--- src/rtl/uart_rx_os16.sv ---
// -----------------------------------------------------------------------------
// uart_rx_os16 -- 8N1 UART receiver driven by a 16x oversample strobe.
//
// Purpose:
//   Recovers bytes from the asynchronous serial line rx. The 16x baud square
//   wave from the clock divider (clk_uart) is treated as data: it is registered
//   once on clk_50m and its rising edge becomes a one-cycle tick. All sequencing
//   advances only on tick cycles, so holding clk_uart constant freezes the FSM.
//   Good bytes are presented on rx_data with a one-cycle rx_valid pulse; a low
//   stop bit gives a one-cycle frame_err pulse and the receiver then waits for
//   the line to return high before hunting for a new start bit.
//
// Optional feature (compile-time macro UART_RX_PARITY_EN):
//   Inserts an even-parity bit between the data bits and the stop bit. A bad
//   parity bit gives a one-cycle parity_err pulse and suppresses rx_valid for
//   that frame. Without the macro parity_err is constant 0.
//
// Ports:
//   clk_50m    in   1          system clock, the only clock
//   rst_n      in   1          synchronous active-low reset
//   clk_uart   in   1          16x baud square wave, sampled as data
//   rx         in   1          asynchronous serial line, idle high
//   rx_data    out  DATA_BITS  last good byte, held until the next good frame
//   rx_valid   out  1          one-cycle pulse when rx_data updates
//   frame_err  out  1          one-cycle pulse when the stop bit is low
//   parity_err out  1          one-cycle parity failure pulse
//   busy       out  1          high whenever the FSM is not idle
// -----------------------------------------------------------------------------
module uart_rx_os16 #(
  parameter int DATA_BITS  = 8,
  parameter int OVERSAMPLE = 16
) (
  input  logic                 clk_50m,
  input  logic                 rst_n,
  input  logic                 clk_uart,
  input  logic                 rx,
  output logic [DATA_BITS-1:0] rx_data,
  output logic                 rx_valid,
  output logic                 frame_err,
  output logic                 parity_err,
  output logic                 busy
);

  localparam int CNT_W  = $clog2(OVERSAMPLE);
  localparam int BITN_W = (DATA_BITS > 1) ? $clog2(DATA_BITS) : 1;

  // START checks the line half a bit after the falling edge was first seen;
  // every later sample is one full bit period after the previous one.
  localparam logic [CNT_W-1:0]  CNT_MID   = CNT_W'(OVERSAMPLE/2 - 1);
  localparam logic [CNT_W-1:0]  CNT_LAST  = CNT_W'(OVERSAMPLE - 1);
  localparam logic [CNT_W-1:0]  CNT_ZERO  = {CNT_W{1'b0}};
  localparam logic [CNT_W-1:0]  CNT_ONE   = CNT_W'(1);
  localparam logic [BITN_W-1:0] BITN_LAST = BITN_W'(DATA_BITS - 1);
  localparam logic [BITN_W-1:0] BITN_ZERO = {BITN_W{1'b0}};
  localparam logic [BITN_W-1:0] BITN_ONE  = BITN_W'(1);

  typedef enum logic [2:0] {
    S_IDLE       = 3'd0,
    S_START      = 3'd1,
    S_DATA       = 3'd2,
    S_STOP       = 3'd3,
    S_BREAK_WAIT = 3'd4
`ifdef UART_RX_PARITY_EN
    , S_PARITY   = 3'd5
`endif
  } state_t;

`ifdef UART_RX_PARITY_EN
  // Even parity: the data bits plus the parity bit must XOR to zero.
  function automatic logic f_even_parity_bad(input logic [DATA_BITS-1:0] data,
                                             input logic                 par_bit);
    return (^data) ^ par_bit;
  endfunction
`endif

  // Registers
  logic                 r_rx_meta;
  logic                 r_rx_s;
  logic                 r_cu_q;
  state_t               r_state;
  logic [CNT_W-1:0]     r_cnt;
  logic [BITN_W-1:0]    r_bitn;
  logic [DATA_BITS-1:0] r_shift;
  logic [DATA_BITS-1:0] r_rx_data;
  logic                 r_rx_valid;
  logic                 r_frame_err;
  logic                 r_busy;

  // Next-state wires
  logic                 w_tick;
  state_t               w_state_nxt;
  logic [CNT_W-1:0]     w_cnt_nxt;
  logic [BITN_W-1:0]    w_bitn_nxt;
  logic [DATA_BITS-1:0] w_shift_nxt;
  logic [DATA_BITS-1:0] w_rx_data_nxt;
  logic                 w_rx_valid_nxt;
  logic                 w_frame_err_nxt;

`ifdef UART_RX_PARITY_EN
  logic                 r_parity_err;
  logic                 r_par_bad;
  logic                 w_parity_err_nxt;
  logic                 w_par_bad_nxt;
`endif

  // Rising edge of the oversample wave, one clk_50m cycle wide.
  assign w_tick = clk_uart & ~r_cu_q;

  // Next-state, counter, shift register and output pulse logic.
  always_comb begin
    w_state_nxt     = r_state;
    w_cnt_nxt       = r_cnt;
    w_bitn_nxt      = r_bitn;
    w_shift_nxt     = r_shift;
    w_rx_data_nxt   = r_rx_data;
    w_rx_valid_nxt  = 1'b0;
    w_frame_err_nxt = 1'b0;
`ifdef UART_RX_PARITY_EN
    w_parity_err_nxt = 1'b0;
    w_par_bad_nxt    = r_par_bad;
`endif

    if (w_tick) begin
      case (r_state)
        S_IDLE: begin
          if (!r_rx_s) begin
            w_state_nxt = S_START;
            w_cnt_nxt   = CNT_ZERO;
`ifdef UART_RX_PARITY_EN
            w_par_bad_nxt = 1'b0;
`endif
          end else begin
            w_state_nxt = S_IDLE;
          end
        end

        S_START: begin
          if (r_cnt == CNT_MID) begin
            if (!r_rx_s) begin
              w_state_nxt = S_DATA;
              w_cnt_nxt   = CNT_ZERO;
              w_bitn_nxt  = BITN_ZERO;
            end else begin
              // Start bit did not last half a bit: treat as a glitch.
              w_state_nxt = S_IDLE;
              w_cnt_nxt   = CNT_ZERO;
            end
          end else begin
            w_cnt_nxt = r_cnt + CNT_ONE;
          end
        end

        S_DATA: begin
          if (r_cnt == CNT_LAST) begin
            // LSB first: shift right so the first bit ends up in bit 0.
            w_shift_nxt = {r_rx_s, r_shift[DATA_BITS-1:1]};
            w_cnt_nxt   = CNT_ZERO;
            w_bitn_nxt  = r_bitn + BITN_ONE;
            if (r_bitn == BITN_LAST) begin
`ifdef UART_RX_PARITY_EN
              w_state_nxt = S_PARITY;
`else
              w_state_nxt = S_STOP;
`endif
            end else begin
              w_state_nxt = S_DATA;
            end
          end else begin
            w_cnt_nxt = r_cnt + CNT_ONE;
          end
        end

`ifdef UART_RX_PARITY_EN
        S_PARITY: begin
          if (r_cnt == CNT_LAST) begin
            w_cnt_nxt   = CNT_ZERO;
            w_state_nxt = S_STOP;
            if (f_even_parity_bad(r_shift, r_rx_s)) begin
              w_parity_err_nxt = 1'b1;
              w_par_bad_nxt    = 1'b1;
            end else begin
              w_par_bad_nxt    = 1'b0;
            end
          end else begin
            w_cnt_nxt = r_cnt + CNT_ONE;
          end
        end
`endif

        S_STOP: begin
          if (r_cnt == CNT_LAST) begin
            w_cnt_nxt = CNT_ZERO;
            if (r_rx_s) begin
              w_state_nxt = S_IDLE;
`ifdef UART_RX_PARITY_EN
              if (!r_par_bad) begin
                w_rx_data_nxt  = r_shift;
                w_rx_valid_nxt = 1'b1;
              end else begin
                w_rx_valid_nxt = 1'b0;
              end
`else
              w_rx_data_nxt  = r_shift;
              w_rx_valid_nxt = 1'b1;
`endif
            end else begin
              // Low stop bit: report once, then wait for the line to recover
              // so a held-low line cannot retrigger a new frame.
              w_frame_err_nxt = 1'b1;
              w_state_nxt     = S_BREAK_WAIT;
            end
          end else begin
            w_cnt_nxt = r_cnt + CNT_ONE;
          end
        end

        S_BREAK_WAIT: begin
          if (r_rx_s) begin
            w_state_nxt = S_IDLE;
          end else begin
            w_state_nxt = S_BREAK_WAIT;
          end
        end

        default: begin
          w_state_nxt = S_IDLE;
          w_cnt_nxt   = CNT_ZERO;
        end
      endcase
    end else begin
      // No tick: everything holds; pulses fall back to their defaults.
      w_state_nxt = r_state;
    end
  end

  // Input conditioning: rx synchroniser and oversample edge register.
  always_ff @(posedge clk_50m) begin
    if (!rst_n) begin
      r_rx_meta <= 1'b1;
      r_rx_s    <= 1'b1;
      r_cu_q    <= 1'b0;
    end else begin
      r_rx_meta <= rx;
      r_rx_s    <= r_rx_meta;
      r_cu_q    <= clk_uart;
    end
  end

  // FSM state, counters, shift register and registered outputs.
  always_ff @(posedge clk_50m) begin
    if (!rst_n) begin
      r_state     <= S_IDLE;
      r_cnt       <= CNT_ZERO;
      r_bitn      <= BITN_ZERO;
      r_shift     <= {DATA_BITS{1'b0}};
      r_rx_data   <= {DATA_BITS{1'b0}};
      r_rx_valid  <= 1'b0;
      r_frame_err <= 1'b0;
      r_busy      <= 1'b0;
    end else begin
      r_state     <= w_state_nxt;
      r_cnt       <= w_cnt_nxt;
      r_bitn      <= w_bitn_nxt;
      r_shift     <= w_shift_nxt;
      r_rx_data   <= w_rx_data_nxt;
      r_rx_valid  <= w_rx_valid_nxt;
      r_frame_err <= w_frame_err_nxt;
      // Registered from the next state so busy tracks r_state exactly.
      r_busy      <= (w_state_nxt != S_IDLE);
    end
  end

`ifdef UART_RX_PARITY_EN
  // Parity error pulse and per-frame parity verdict.
  always_ff @(posedge clk_50m) begin
    if (!rst_n) begin
      r_parity_err <= 1'b0;
      r_par_bad    <= 1'b0;
    end else begin
      r_parity_err <= w_parity_err_nxt;
      r_par_bad    <= w_par_bad_nxt;
    end
  end

  assign parity_err = r_parity_err;
`else
  assign parity_err = 1'b0;
`endif

  assign rx_data   = r_rx_data;
  assign rx_valid  = r_rx_valid;
  assign frame_err = r_frame_err;
  assign busy      = r_busy;

endmodule

--- config.mk ---
export PLATFORM = sky130hd
export DESIGN_NAME = uart_rx_os16
export DESIGN_NICKNAME = d
export VERILOG_FILES = /design/src/rtl/uart_rx_os16.sv
export SDC_FILE = /design/constraint.sdc
export NUM_CORES = 1
export LEC_CHECK = 0
export ABC_AREA = 1
export BUFFER_PORTS_ARGS = -buffer_cell sky130_fd_sc_hd__buf_4
export CAP_MARGIN = 20
export CELL_PAD_IN_SITES_DETAIL_PLACEMENT = 1
export CELL_PAD_IN_SITES_GLOBAL_PLACEMENT = 1
export CORE_ASPECT_RATIO = 2
export CORE_MARGIN = 5
export CORE_UTILIZATION = 47
export CTS_BUF_LIST = sky130_fd_sc_hd__clkbuf_4
export DETAILED_ROUTE_END_ITERATION = 6
export PLACE_DENSITY = 0.84
export SETUP_SLACK_MARGIN = 0.4
export SLEW_MARGIN = 20
export SYNTH_ARGS = -nofsm -noshare
export SYNTH_HDL_FRONTEND = slang
export SYNTH_SLANG_ARGS = --single-unit
--- constraint.sdc ---
create_clock -name clk_50m -period 4.25 [get_ports clk_50m]
set_clock_uncertainty 0.1 [all_clocks]
set_input_delay 1.0625 -clock clk_50m [delete_from_list [all_inputs] [get_ports clk_50m]]
set_output_delay 1.0625 -clock clk_50m [all_outputs]
set_load 0.01 [all_outputs]
==> results.md <==
- Status: complete, no violations
- Vias: roughly 1200
- DRC Markers: 0
- Clock transition at path regs: 0.10 ns
- Synth Net Count: 190
- Max Freq: 447.0 MHz
- Gates resized, CTS repair: 0
- Post-synthesis sequential area ratio: 0.4576
- Post-layout nets: 206
- Row Count: 28
- Die Area: about 0.0042 mm^2
- Tcrit/Tclk final: 0.5264
- First DRT Iteration DRCs: 13
- Worst hold path class: reg2reg
- Initial Util: 0.4815
- VDD IR max: roughly 0.00034 V
- Post-synth EDFFs: 0
- Final TNS setup: 0 ns
- Share of cells above drive strength 1: 0.1900
- CP Class: in2reg
- FF+latch count, synth: 32
- Async set or reset register ratio after synthesis: 0
- Final Critical Period: 2.237 ns
- Die Width: between 40 and 50 um
- Bufs on Longest Clock Path: 2
- Drt pass-1 iters: 4
- Critical path peak fanout: 16
- Core area: 0.002908 mm^2
- Ys Warns: 0
- Crit path launch type: primary input
- Arr. time, crit path: around 2.4 ns
- RSZ-0062 raised after global routing: no
- CTS tree: built
- # clock sinks: 32
- Synth Flop Type: dfxtp_1
- Leak pwr: around 0.70 nW
- Dpl cells: between 200 and 250
- # setup viols final: 0
- WL per Instance: around 15 um
- Detail Route Antenna Nets: 0
- Max Cap Violations: 0
- Routability cong.: 0.9587
- Worst skew pair latency: around 0.34 ns
- GRT overflow: 0
- Most frequent cells in the layout: nand2_1, dfxtp_1, inv_1
- Slew @ Worst Pin: approximately 0.63 ns
- Worst slew margin: 0.5759
- Detailed placement HPWL: 2718 um
- Commonest non-fill, non-tap cell in the layout: nand2_1
- Layout Utilization: 0.5387
- CTS Buf Count: 5
- Area delta synth->final: 11.89%
- Critical Path RT: 4.42 ns
- All-Layer GR Usage: 0.1797
- Die H: 87.19 um
- Slew Limit Fails: 0
- Largest net degree at the start of global routing: 24
- I/O pin cnt: 16
- DRT Wirelength: about 3400 um
- Vias in the first global route: approximately 1400
- CP endpoint kind: flip-flop
- Ant diodes: 0
- Root buf cell: clkbuf_4
- # port buffers: 14
- Syn_area_per_cell: about 7.7 um^2
- Hold Vio Cnt, Final: 0
- CTS Hold Bufs: 0
- First-pass GRT wire length: roughly 6000 um
- Post-Layout Cell Count: 230
- Distinct cells, synth: 31
- Cell Area, Synth: approximately 0.0014 mm^2
- Initial antenna violation count: 0
- Min Hold Slack: around 0.32 ns
- Pwr/cell area: 321.0 mW/mm^2
- Post-CTS repair timing setup buffer count: 0
- H-tree depth: 2
- Drt via density: roughly 5.4
- Cells after Synth: 183
worst max-delay path, stage by stage:
cell	delay [ns]
buf_4	0.08
inv_1	0.05
nor2_4	0.23
inv_2	0.11
nor3_4	0.55
o21ai_0	0.17
a21oi_1	0.14
through the flow:
| stage | worst slack [ns] | total power, W | cell area (um^2) |
|---|---|---|---|
| after floorplan | 2.161 | 0.0003273 | 1400 |
| after global placement | 1.760 | 0.0003332 | 1510 |
| after detailed placement | 1.655 | 0.0003348 | 1510 |
| after CTS | 2.012 | 0.0005091 | 1567 |
| after global routing | 1.881 | 0.0005313 | 1567 |
| final | 2.013 | 0.0005028 | 1567 |
final timing paths:
check	cells past startpoint	from	slack, ns	endpoint
setup / recovery	7	clk_uart	2.01	rx_data[2]
hold / removal	1	r_rx_meta	0.32	r_rx_s
setup reg to reg	7	r_cnt[0]	2.24	rx_data[2]
hold reg to reg	1	r_rx_meta	0.32	r_rx_s
kinds of logic after synthesis:
logic type,Yosys count,synth area share
fa+ha+maj,3,0.02681
other cells,1,0.002678
flops,32,0.4575
compound gates,47,0.1814
xor+xnor,1,0.006257
simple gates,67,0.2297
buf+inv,32,0.09562
synthesized netlist by cell type, types with 2 or more instances:
| cell | n | area (um^2) |
|---|---|---|
| nand2_1 | 35 | 131.4 |
| nor3_1 | 2 | 10.01 |
| a21oi_1 | 22 | 110.1 |
| nor2_2 | 2 | 12.51 |
| nand3_1 | 6 | 30.03 |
| a21oi_2 | 2 | 17.52 |
| or2_2 | 2 | 12.51 |
| o21ai_0 | 18 | 90.09 |
| dfxtp_1 | 32 | 640.6 |
| inv_1 | 23 | 86.33 |
| nor2_1 | 11 | 41.29 |
| nand3_2 | 3 | 30.03 |
| o21ai_2 | 2 | 17.52 |
| inv_2 | 3 | 11.26 |
| ha_1 | 3 | 37.54 |
| buf_2 | 2 | 10.01 |
routing by layer:
layer	vias to the layer above	GRT usage	share of wire
li1	618	-	-
met1	607	0.1615	0.35
met2	14	0.3583	0.60
met3	9	0.04288	0.020
met4	0	0.08333	0.028
met5	-	0	0
power by group:
part / leakage [nW] / switching, W / total, W / internal (W)
Combinational: 0.406 / 0.0000165 / 0.0000237 / 0.00000723
Sequential: 0.259 / 0.00000194 / 0.000304 / 0.000302
Clock: 0.0338 / 0.0000988 / 0.000175 / 0.0000762
Total: 0.698 / 0.000117 / 0.000503 / 0.000386
sequential cells by signal (all words and copies together) (netlist names):
name	cells
busy	1
frame_err	1
r_bitn	3
r_cnt	4
r_cu_q	1
r_rx_meta	1
r_rx_s	1
r_shift	8
r_state	3
rx_data	8
rx_valid	1
area by class of cell:
class | count | area [um^2]
multi-input cells | 119 | 625.6
well taps | 30 | 37.54
fillers | 383 | 1341
clock inverters | 1 | 3.754
flip-flops and latches | 32 | 640.6
repair buffers | 14 | 105.1
inverters | 27 | 101.3
clock buffers | 7 | 52.55
No activity file was read; power rests on OpenSTA's default activity.
